--- src/rtl/line_write_buffer_if.sv ---
// line_write_buffer_if: cache-side and physical-memory-side bus of the line write buffer.
interface line_write_buffer_if #(
    parameter int ADDR_WIDTH = 16,
    parameter int LINE_WIDTH = 128
);
    logic                  cache_read;
    logic                  cache_write;
    logic [ADDR_WIDTH-1:0] cache_address;
    logic [LINE_WIDTH-1:0] cache_wdata;
    logic [LINE_WIDTH-1:0] cache_rdata;
    logic                  cache_resp;
    logic                  pmem_read;
    logic                  pmem_write;
    logic [ADDR_WIDTH-1:0] pmem_address;
    logic [LINE_WIDTH-1:0] pmem_wdata;
    logic [LINE_WIDTH-1:0] pmem_rdata;
    logic                  pmem_resp;
    logic                  buf_valid;

    modport slave (
        input  cache_read, cache_write, cache_address, cache_wdata, pmem_rdata, pmem_resp,
        output cache_rdata, cache_resp, pmem_read, pmem_write, pmem_address, pmem_wdata, buf_valid
    );

    modport master (
        output cache_read, cache_write, cache_address, cache_wdata, pmem_rdata, pmem_resp,
        input  cache_rdata, cache_resp, pmem_read, pmem_write, pmem_address, pmem_wdata, buf_valid
    );
endinterface

--- src/rtl/line_write_buffer.sv ---
// line_write_buffer: single-entry write-back buffer between the cache and physical memory.
// Evictions are parked in one cycle, reads go to memory first, the line drains when the bus idles.
module line_write_buffer #(
    parameter int ADDR_WIDTH  = 16,
    parameter int LINE_WIDTH  = 128,
    parameter int OFFSET_BITS = 4
) (
    input logic                clk,
    input logic                rst_n,
    line_write_buffer_if.slave bus
);
    localparam logic [1:0] S_IDLE   = 2'd0;
    localparam logic [1:0] S_RD_MEM = 2'd1;
    localparam logic [1:0] S_WR_MEM = 2'd2;
    localparam logic [1:0] S_RESP   = 2'd3;

    logic [1:0]            r_state;
    logic [ADDR_WIDTH-1:0] r_buf_addr;
    logic [LINE_WIDTH-1:0] r_buf_data;
    logic [LINE_WIDTH-1:0] r_rdata;
    logic                  r_buf_valid;
    logic [ADDR_WIDTH-1:0] w_aligned;
    logic                  w_match;

    assign w_aligned = {bus.cache_address[ADDR_WIDTH-1:OFFSET_BITS], {OFFSET_BITS{1'b0}}};
    // buf_addr is stored aligned, so a full compare equals a line-tag compare
    assign w_match   = r_buf_valid && (w_aligned == r_buf_addr);

    assign bus.pmem_read    = r_state == S_RD_MEM;
    assign bus.pmem_write   = r_state == S_WR_MEM;
    assign bus.pmem_address = (r_state == S_RD_MEM) ? w_aligned :
                              (r_state == S_WR_MEM) ? r_buf_addr : '0;
    assign bus.pmem_wdata   = (r_state == S_WR_MEM) ? r_buf_data : '0;
    assign bus.cache_resp   = r_state == S_RESP;
    assign bus.cache_rdata  = r_rdata;
    assign bus.buf_valid    = r_buf_valid;

    always_ff @(posedge clk or negedge rst_n) begin
        if (!rst_n) begin
            r_state     <= S_IDLE;
            r_buf_addr  <= '0;
            r_buf_data  <= '0;
            r_buf_valid <= 1'b0;
            r_rdata     <= '0;
        end else begin
            case (r_state)
                S_IDLE: begin
                    // read checks the buffer before memory so it never sees stale data
                    if (bus.cache_read && w_match) begin
                        r_rdata <= r_buf_data;
                        r_state <= S_RESP;
                    end else if (bus.cache_read) begin
                        r_state <= S_RD_MEM;
                    end else if (bus.cache_write && (!r_buf_valid || w_match)) begin
                        r_buf_addr  <= w_aligned;
                        r_buf_data  <= bus.cache_wdata;
                        r_buf_valid <= 1'b1;
                        r_state     <= S_RESP;
                    end else if (bus.cache_write || r_buf_valid) begin
                        r_state <= S_WR_MEM;
                    end
                end
                S_RD_MEM: begin
                    if (bus.pmem_resp) begin
                        r_rdata <= bus.pmem_rdata;
                        r_state <= S_RESP;
                    end
                end
                S_WR_MEM: begin
                    if (bus.pmem_resp) begin
                        r_buf_valid <= 1'b0;
                        r_state     <= S_IDLE;
                    end
                end
                default: r_state <= S_IDLE;
            endcase
        end
    end
endmodule

--- src/flat_wrapper.sv ---
// flat-port wrapper written by rule: the top's interface ports become plain ports
module line_write_buffer_flat 
#(
    parameter int ADDR_WIDTH  = 16,
    parameter int LINE_WIDTH  = 128,
    parameter int OFFSET_BITS = 4
)
  (clk, rst_n, bus_cache_read, bus_cache_write, bus_cache_address, bus_cache_wdata, bus_pmem_rdata, bus_pmem_resp, bus_cache_rdata, bus_cache_resp, bus_pmem_read, bus_pmem_write, bus_pmem_address, bus_pmem_wdata, bus_buf_valid);
  line_write_buffer_if #(.ADDR_WIDTH(ADDR_WIDTH), .LINE_WIDTH(LINE_WIDTH)) bus_i ();
  input logic clk;
  input logic rst_n;
  input wire logic [$bits(bus_i.cache_read)-1:0] bus_cache_read;
  input wire logic [$bits(bus_i.cache_write)-1:0] bus_cache_write;
  input wire logic [$bits(bus_i.cache_address)-1:0] bus_cache_address;
  input wire logic [$bits(bus_i.cache_wdata)-1:0] bus_cache_wdata;
  input wire logic [$bits(bus_i.pmem_rdata)-1:0] bus_pmem_rdata;
  input wire logic [$bits(bus_i.pmem_resp)-1:0] bus_pmem_resp;
  output wire logic [$bits(bus_i.cache_rdata)-1:0] bus_cache_rdata;
  output wire logic [$bits(bus_i.cache_resp)-1:0] bus_cache_resp;
  output wire logic [$bits(bus_i.pmem_read)-1:0] bus_pmem_read;
  output wire logic [$bits(bus_i.pmem_write)-1:0] bus_pmem_write;
  output wire logic [$bits(bus_i.pmem_address)-1:0] bus_pmem_address;
  output wire logic [$bits(bus_i.pmem_wdata)-1:0] bus_pmem_wdata;
  output wire logic [$bits(bus_i.buf_valid)-1:0] bus_buf_valid;
  assign bus_i.cache_read = bus_cache_read;
  assign bus_i.cache_write = bus_cache_write;
  assign bus_i.cache_address = bus_cache_address;
  assign bus_i.cache_wdata = bus_cache_wdata;
  assign bus_i.pmem_rdata = bus_pmem_rdata;
  assign bus_i.pmem_resp = bus_pmem_resp;
  assign bus_cache_rdata = bus_i.cache_rdata;
  assign bus_cache_resp = bus_i.cache_resp;
  assign bus_pmem_read = bus_i.pmem_read;
  assign bus_pmem_write = bus_i.pmem_write;
  assign bus_pmem_address = bus_i.pmem_address;
  assign bus_pmem_wdata = bus_i.pmem_wdata;
  assign bus_buf_valid = bus_i.buf_valid;
  line_write_buffer #(.ADDR_WIDTH(ADDR_WIDTH), .LINE_WIDTH(LINE_WIDTH), .OFFSET_BITS(OFFSET_BITS)) u_core (.clk(clk), .rst_n(rst_n), .bus(bus_i));
endmodule
--- config.mk ---
export PLATFORM = sky130hd
export DESIGN_NAME = line_write_buffer_flat
export DESIGN_NICKNAME = d
export VERILOG_FILES = /design/src/rtl/line_write_buffer_if.sv /design/src/rtl/line_write_buffer.sv /design/src/flat_wrapper.sv
export SDC_FILE = /design/constraint.sdc
export NUM_CORES = 1
export LEC_CHECK = 0
export ABC_AREA = 1
export BUFFER_PORTS_ARGS = -buffer_cell sky130_fd_sc_hd__buf_4
export CORE_AREA = 2 2 217 219
export CTS_CLUSTER_SIZE = 8
export DETAILED_ROUTE_END_ITERATION = 10
export DIE_AREA = 0 0 219 221
export GPL_TIMING_DRIVEN = 0
export SYNTH_ARGS = -nofsm -noshare
export SYNTH_HDL_FRONTEND = slang
export SYNTH_SLANG_ARGS = --single-unit
--- constraint.sdc ---
create_clock -name clk -period 1.9 [get_ports clk]
set_clock_uncertainty 0.05 [all_clocks]
set_input_delay 0.19 -clock clk [delete_from_list [all_inputs] [get_ports clk]]
set_output_delay 0.19 -clock clk [all_outputs]
set_load 0.1 [all_outputs]
After elaboration in Yosys (flattened, before gate mapping):

Index checks and enable logic that the tools add are counted.

* bits in registers: 271
* output and inout bits: 276
* input port bits: 277
* logic and storage cells: 49

* bitwise gates (word level): 2
* reduce and logical (&&, ||, !) cells: 13
* muxes and demuxes: 18
* equality and inequality tests: 11

Operator list (count)
* 128-bit 2-to-1 mux: 3
* 128-bit case mux with 2 select lines: 1
* 16-bit 2-to-1 mux: 2
* 12-bit == test: 1
* 2-bit 2-to-1 mux: 6
* 2-bit inequality test, second input constant: 4
* 2-bit case mux with 3 select lines: 1
* 3-bit AND reduction: 2
* 5-bit by 2-bit inequality test with 1-bit output, second input constant: 1
* 5-bit AND reduction: 1
* 2-bit == test, second input constant: 2
* 1-bit 2-to-1 mux: 4
* 2-bit by 1-bit inequality test with 1-bit output, second input constant: 2
* 4-bit AND reduction: 1
* 2-bit nonzero test: 2
* 1-bit logical AND: 3
* 2-bit by 1-bit == test with 1-bit output, second input constant: 1
* 2-bit zero test: 1
* 1-bit logical OR: 2
* 1-bit NOT: 2
* 1-bit case mux with 2 select lines: 1
* 1-bit zero test: 1

Longest topological paths before layout:

Gate-level depths: netlist of the first run.

* depth in word-level cells: 8
* gate-level depth with buffers: 13
* depth with buffers taken out: 12

Worst setup path before layout of the first run:

OpenSTA, ideal clock, no wires.

* path type: reg-to-output
* start point: reg u_core.r_state[1]
* end point: out bus_pmem_address[10]
* path slack: -2.940 ns
* arrival time: 4.600 ns
* stages on the path, launching flop included: 6
* path buffers: 1
* required time: 1.660 ns
* path through: dfrtp_1 -> inv_1 -> nor2_1 -> clkinv_1 -> clkbuf_1 -> o21ai_0

* longest elaborated chain between the ends: 3
* elaborated cells between the ends (all ways): 4
* those cells by class: eq/ne: 2; mux: 2

RTL lines
* from (decl): line line_write_buffer.sv:17 `logic [1:0] r_state;`
* from (signal assigned): line line_write_buffer.sv:40 `r_state <= S_IDLE;`
* from (signal assigned): line line_write_buffer.sv:51 `r_state <= S_RESP;`
* from (signal assigned): line line_write_buffer.sv:53 `r_state <= S_RD_MEM;`
* 2-bit == test
* via bus_pmem_write: line flat_wrapper.sv:21 `output wire logic [$bits(bus_i.pmem_write)-1:0] bus_pmem_write;`
* 16-bit 2-to-1 mux: line line_write_buffer.sv:32 `(r_state == S_WR_MEM) ? r_buf_addr : '0;`
* 16-bit 2-to-1 mux: line line_write_buffer.sv:31 `assign bus.pmem_address = (r_state == S_RD_MEM) ? w_aligned :`
* to (decl): line flat_wrapper.sv:22 `output wire logic [$bits(bus_i.pmem_address)-1:0] bus_pmem_address;`

The timed path passes the listed nets, and every way through them passes these cells.

Worst setup path after layout of the first run:

* start point: reg u_core.r_state[1]
* end point: out bus_pmem_wdata[49]

* longest elaborated chain between the ends: 2

RTL lines
* 2-bit == test: line line_write_buffer.sv:33 `assign bus.pmem_wdata = (r_state == S_WR_MEM) ? r_buf_data : '0;`
* 128-bit 2-to-1 mux: line line_write_buffer.sv:33
* to (decl): line flat_wrapper.sv:23 `output wire logic [$bits(bus_i.pmem_wdata)-1:0] bus_pmem_wdata;`

No other way between the ends.

==> results.md, run 1 <==
* Status: finished, violations left
* Failing checks: negative setup slack
* Gpl congestion at 0.954
* Synth warn at 0
* Pin count of the biggest net entering global routing at 100
* Maximum clock path buffer count at 3
* Total track usage at 0.248
* H-Tree Depth at 2
* Avg WL per Cell at 21.8 um
* Vias in the first global route at 16201
* Min Tclk post-route at 2370 ps
* Routed WL at 70300 um
* Tcrit/Tclk final at 1.25
* First-pass GRT wire length at 92400 um
* Share of post-route cells with drive strength above 1 at 0.489
* Core Region at 0.0461 mm2
* CTS tree: built
* Dpl ws at -1130 ps
* Synth Instances at 1675
* Met1 Use GR at 0.288
* Antenna violations before repair at 7
* Grt peak-use layer: met2
* Final net count at 2892
* Critical Path Sink Type: primary output
* Clk slew on worst S/H paths at 50 ps
* Cells on Worst Hold Path at 5
* Endpoints failing setup at 409
* Mapped Area at 0.0129 mm2
* Max cap viols at 0
* Fmax at 0.422 GHz
* Initial DRC count at 923
* Final antenna-violating net count at 0
* Most frequent cells in the layout: buf_4 (439), nand2_1 (331), dlygate4sd3_1 (271)
* Worst Hold Path EP: u_core.bus.cache_rdata[59]$_DFFE_PN0P_
* Post-synthesis sequential area ratio at 0.526
* Most common cell after layout, fill and taps aside: buf_4
* Crit path max fanout at 10
* Met2 usage at 0.417
* Starting Density at 0.280
* Hold Crit Class: in2reg
* Drt first pass iters at 7
* Critical Path AT at 2130 ps
* CP required at 1660 ps
* Die Area at 0.0484 mm2
* Ports at 553
* Flops & latches, synth at 271
* Startpoint Class: register
* R2r setup slk at -300 ps
* Post-route setup slack at -472 ps
* Die extent in y at 221 um
* Hold Crit Start: bus_pmem_rdata[59]
* Drt drc at 0
* Worst-case reg-to-reg path depth at 12
* Fill cells at 3497
* RR Startpoint: u_core.r_buf_addr[6]$_DFFE_PN0P_
* DP Cell Count at 2831
* Total vias in the final route at 16039
* Vias per cell at 4.96
* Clock Sinks at 271
* Synth unique cells at 20
* WS Path Type: reg2out
* CTS buffer count at 39
* Port bufs at 544
* Hold violation count in the final report at 0
* CTS Root Cell: clkbuf_16
* P&R area growth vs syn at 117%
* Site row count at 79
* Grt ovf at 0
* Non-Filler Instances at 3231
* Reg2reg end: u_core.bus.cache_rdata[74]$_DFFE_PN0P_
* Clk_lat worst skew at 550 ps
* Dpl hpwl at 42000 um
* GRT met3 Usage at 0.0546
* Rel. slew slack at 0.538
* Worst Tran Pin Value at 693 ps
* RSZ-0062 raised after global routing: yes
* Avg Cell Area, Syn at 7.70 um2
* Die X at 219 um
* Max Slew Vio Count at 0
==> flip-flops by register name (all words and copies together) (netlist names) <==
register,cells
u_core.bus.cache_rdata,128
u_core.r_buf_data,128
u_core.r_buf_addr,12
u_core.r_state,2
u_core.bus.buf_valid,1
==> logic make-up (layout without fill, tap and decap cells) <==
group / count (synthesis) / in the layout / synth area share
AND/OR/NAND/NOR: 838 / 838 / 0.258
AO/OA/AOI/OAI: 284 / 284 / 0.111
buffers and inverters: 276 / 1215 / 0.101
flip-flops: 271 / 271 / 0.526
XOR/XNOR: 5 / 5 / 0.00340
other: 1 / 11 / 0.000291
==> layout make-up <==
cell class              instances  area (um2)  share of cell area
well taps                     607         759              0.0271
repair buffers                897       10000               0.357
plain buffers                 119        1400              0.0501
clock buffers                  41         983              0.0351
multi-input cells            1131        7410               0.265
flip-flops and latches        271        6790               0.242
diodes                          7        17.5            0.000625
inverters                     156         607              0.0217
clock inverters                 2        32.5             0.00116
==> through the flow <==
stage	cell area [um2]	utilization	setup TNS [ps]	hold slack (ps)
2_1_floorplan	13600	-	-93580	-156
3_5_place_dp	18600	0.403	-134620	193
4_1_cts	24300	0.527	-121810	1.09
3_3_place_gp	18500	0.401	-614610	346
5_1_grt	28000	0.608	-149090	44.1
6_report	28000	0.608	-109450	61.1
==> cell usage after synthesis <==
library cell  number  area [um2]
inv_1            146         548
o21ai_0          209        1050
nand3_1          130         651
o21ai_1           67         335
conb_1             1        3.75
clkbuf_1          47         176
nor2_1           136         510
buf_4             12        90.1
nand2_1          567        2130
dfrtp_1          271        6780
a21oi_1            1        5.00
nand3_4            1        17.5
nand2_2            1        6.26
nor3_1             3        15.0
o22ai_1            7        43.8
buf_6             24         270
clkinv_1           1        3.75
xnor2_1            5        43.8
buf_2             37         185
inv_2              9        33.8
==> critical path, cell delays in order (launching register included) <==
cell and delay (ps):
dfrtp_2 420, inv_2 70, nor2_4 140, clkinv_4 160
clkbuf_16 210, clkbuf_8 210, nor2_2 170, buf_12 200
==> worst max path at each step <==
stage / start / to / cells past startpoint
after floorplan: u_core.r_state[1]$_DFFE_PN0P_ / bus_pmem_wdata[110] / 6
after global placement: rst_n / u_core.bus.buf_valid$_DFFE_PN0P_ / 1
after detailed placement: u_core.r_state[0]$_DFFE_PN0P_ / bus_pmem_address[15] / 7
after CTS: u_core.r_state[0]$_DFFE_PN0P_ / bus_pmem_wdata[100] / 6
after global routing: u_core.r_state[1]$_DFFE_PN0P_ / bus_pmem_wdata[49] / 7
final: u_core.r_state[1]$_DFFE_PN0P_ / bus_pmem_wdata[49] / 7
==> timing repair <==
action                                  4_1_cts  5_1_grt
buffers inserted                             10       30
cloned                                        3       37
gates resized for setup                     453      819
hold endpoints to repair                    351        0
endpoints found under the setup margin      403      411
hold buffers                                271        0
pin swaps                                     7       79
==> routing by layer <==
layer / wire [um] / share of wire / vias up
met2: 35200 / 0.50 / 792
met5: 11 / 0.00016 / -
met3: 4740 / 0.067 / 248
met4: 4290 / 0.061 / 2
li1: - / - / 7161
met1: 26100 / 0.37 / 7836
Power of run 1 is left out: the tool's default activity adds up to more than one toggle a clock period on the data nets, which glitch-free logic cannot reach.
==> inputs of run 2 (changes only) <==
--- a/config.mk
+++ b/config.mk
@@ -7,10 +7,12 @@
 export LEC_CHECK = 0
 export ABC_AREA = 1
 export BUFFER_PORTS_ARGS = -buffer_cell sky130_fd_sc_hd__buf_4
-export CORE_AREA = 2 2 217 219
+export CORE_AREA = 2 2 213 215
+export CTS_BUF_LIST = sky130_fd_sc_hd__clkbuf_4
 export CTS_CLUSTER_SIZE = 8
 export DETAILED_ROUTE_END_ITERATION = 10
-export DIE_AREA = 0 0 219 221
+export DIE_AREA = 0 0 215 217
+export GPL_ROUTABILITY_DRIVEN = 0
 export GPL_TIMING_DRIVEN = 0
 export SYNTH_ARGS = -nofsm -noshare
 export SYNTH_HDL_FRONTEND = slang
==> run 2 against run 1 <==
  * The flow still finishes with violations (negative setup slack)
  * Fmax fell by 8.0%
  * Clock-buffer cell count rose by 75
  * Global-route usage rose by 2.3 points
  * Non-clock buffer count rose by 16
  * Final cell count rose by 3.2%
  * Cell area rose by 2.3%
  * Core utilization rose by 3.3 points
  * Highest routed layer is now met4
==> results.md, run 2 (same netlist as run 1, synthesis figures left out) <==
* Clk_lat worst skew at 820 ps (was 550 ps)
* Starting Density at 0.288 (was 0.280)
* Endpoints failing setup at 409 (unchanged)
* P&R area growth vs syn at 122% (was 117%)
* Tcrit/Tclk final at 1.36 (was 1.25)
* WS Path Type: reg2out (unchanged)
* CTS Root Cell: clkbuf_4 (was clkbuf_16)
* Routed WL at 74700 um (was 70300 um)
* Hold Crit Class: in2reg (unchanged)
* Dpl ws at -1020 ps (was -1130 ps)
* Site row count at 78 (was 79)
* Cells on Worst Hold Path at 4 (was 5)
* Clock Sinks at 271 (unchanged)
* Clk slew on worst S/H paths at 80 ps (was 50 ps)
* Die X at 215 um (was 219 um)
* Max Slew Vio Count at 0 (unchanged)
* Grt ovf at 0 (unchanged)
* Drt first pass iters at 7 (unchanged)
* Initial DRC count at 1171 (was 923)
* RR Startpoint: u_core.r_buf_addr[7]$_DFFE_PN0P_ (was u_core.r_buf_addr[6]$_DFFE_PN0P_)
* Setup TNS at -156720 ps (was -109450 ps)
* Most frequent cells in the layout: buf_4 (431), nand2_1 (294), dlygate4sd3_1 (273) (was buf_4 (439), nand2_1 (331), dlygate4sd3_1 (271))
* Die extent in y at 217 um (was 221 um)
* Rel. slew slack at 0.556 (was 0.538)
* Min Tclk post-route at 2580 ps (was 2370 ps)
* CP required at 1660 ps (about the same)
* CTS buffer count at 80 (was 39)
* Core Region at 0.0447 mm2 (was 0.0461 mm2)
* Drt drc at 0 (unchanged)
* Delay of the slowest critical-path stage at 420 ps (about the same)
* Vias per cell at 5.06 (was 4.96)
* Metal2 WL at 37500 um (was 35200 um)
* Port bufs at 544 (unchanged)
* Wl on met1 at 27200 um (was 26100 um)
* Worst-case reg-to-reg path depth at 13 (was 12)
* Most common cell after layout, fill and taps aside: buf_4 (unchanged)
* Total vias in the final route at 16866 (was 16039)
* Post-route setup slack at -679 ps (was -472 ps)
* Fmax at 0.388 GHz (was 0.422 GHz)
* Die Area at 0.0467 mm2 (was 0.0484 mm2)
* Max cap viols at 0 (unchanged)
* Metal3 WL at 5610 um (was 4740 um)
* Critical Path Sink Type: primary output (unchanged)
* Failing checks: negative setup slack (unchanged)
* Total track usage at 0.271 (was 0.248)
* Critical Path, Cell by Cell: inv_2 > nor2_4 > clkinv_4 > clkbuf_16 > clkbuf_16 > nor2_4 > buf_12 (was inv_2 > nor2_4 > clkinv_4 > clkbuf_16 > clkbuf_8 > nor2_2 > buf_12)
* DR top layer: met4 (was met5)
* Crit path launch: u_core.r_state[1]$_DFFE_PN0P_ (unchanged)
* Crit path max fanout at 7 (was 10)
* Worst Tran Pin Value at 665 ps (was 693 ps)
* Crit path max-delay cell type: dfrtp_2 (unchanged)
* Hold Crit Start: bus_cache_wdata[19] (was bus_pmem_rdata[59])
* Reg2reg end: u_core.bus.cache_rdata[10]$_DFFE_PN0P_ (was u_core.bus.cache_rdata[74]$_DFFE_PN0P_)
* Final Util at 0.641 (was 0.608)
* H-Tree Depth at 3 (was 2)
* Worst Hold Path EP: u_core.r_buf_data[19]$_DFFE_PN0P_ (was u_core.bus.cache_rdata[59]$_DFFE_PN0P_)
* Final antenna-violating net count at 0 (unchanged)
* Final net count at 2949 (was 2892)
* RSZ-0062 raised after global routing: yes (unchanged)
* Avg WL per Cell at 22.4 um (was 21.8 um)
* R2r setup slk at -430 ps (was -300 ps)
* Vias in the first global route at 17111 (was 16201)
* Share of post-route cells with drive strength above 1 at 0.516 (was 0.489)
* First-pass GRT wire length at 98100 um (was 92400 um)
* Maximum clock path buffer count at 3 (unchanged)
* Ports at 553 (unchanged)
* Hold violation count in the final report at 0 (unchanged)
* Dpl hpwl at 40700 um (was 42000 um)
* Worst hold margin at 75.9 ps (was 61.1 ps)
* Antenna violations before repair at 5 (was 7)
* Startpoint Class: register (unchanged)
* Critical Path AT at 2340 ps (was 2130 ps)
* Status: finished, violations left (unchanged)
* CTS tree: built (unchanged)
* Pin count of the biggest net entering global routing at 114 (was 100)
run 2: changes by cell type in the layout (fill, tap and decap cells not counted), moves of 12 or more:
cell,before,now
clkbuf_4,4,119
nand2_1,331,294
clkbuf_16,82,48
nand2_2,132,163
clkinv_1,0,17
o21ai_1,40,55
nor2_2,14,1
clkbuf_2,23,11
run 2: final cells by class:
class | count | area (um2)
fill | 3130 | 16000
timing repair buffer | 918 | 10400
multi-input combinational | 1131 | 7630
sequential | 271 | 6790
buffer | 114 | 1420
clock buffer | 116 | 871
tap | 600 | 751
inverter | 156 | 607
clock inverter | 25 | 158
antenna | 5 | 12.5
run 2: routing by layer:
layer / vias to the layer above / global-route usage
met1: 8214 / 0.306
li1: 7332 / -
met2: 1005 / 0.463
met4: 0 / 0.168
met3: 315 / 0.0662
met5: - / 0
run 2: worst max path at each step:
stage / slack [ps] / endpoint / depth (start not counted)
after global routing: -770 / bus_pmem_wdata[47] / 7
after CTS: -700 / bus_pmem_wdata[64] / 6
after detailed placement: -1020 / bus_pmem_address[15] / 7
after global placement: -2160 / u_core.bus.buf_valid$_DFFE_PN0P_ / 1
final: -680 / bus_pmem_wdata[47] / 7
after floorplan: -1130 / bus_pmem_wdata[110] / 6
run 2: repair_timing:
action / CTS / global route
cloned: 13 / 37
setup endpoints to repair: 405 / 413
hold buffers: 274 / 0
pin swaps: 21 / 85
buffers inserted: 28 / 23
hold endpoints to repair: 542 / 0
resized for setup: 663 / 709
run 2: metrics by stage:
stage | instances | cell area [um2]
6_report | 3336 | 28700
5_1_grt | 3333 | 28700
4_1_cts | 3280 | 25600
3_5_place_dp | 2824 | 18500
3_3_place_gp | 2822 | 18500
2_1_floorplan | 1678 | 13600
run 2: critical path, delay by kind of cell (launching register included):
| kind | cells | cell delay (ps) |
|---|---|---|
| DFF | 1 | 420 |
| buffers and inverters | 5 | 790 |
| and+or+nand+nor | 2 | 280 |
Power of run 2 is left out for the same reason.
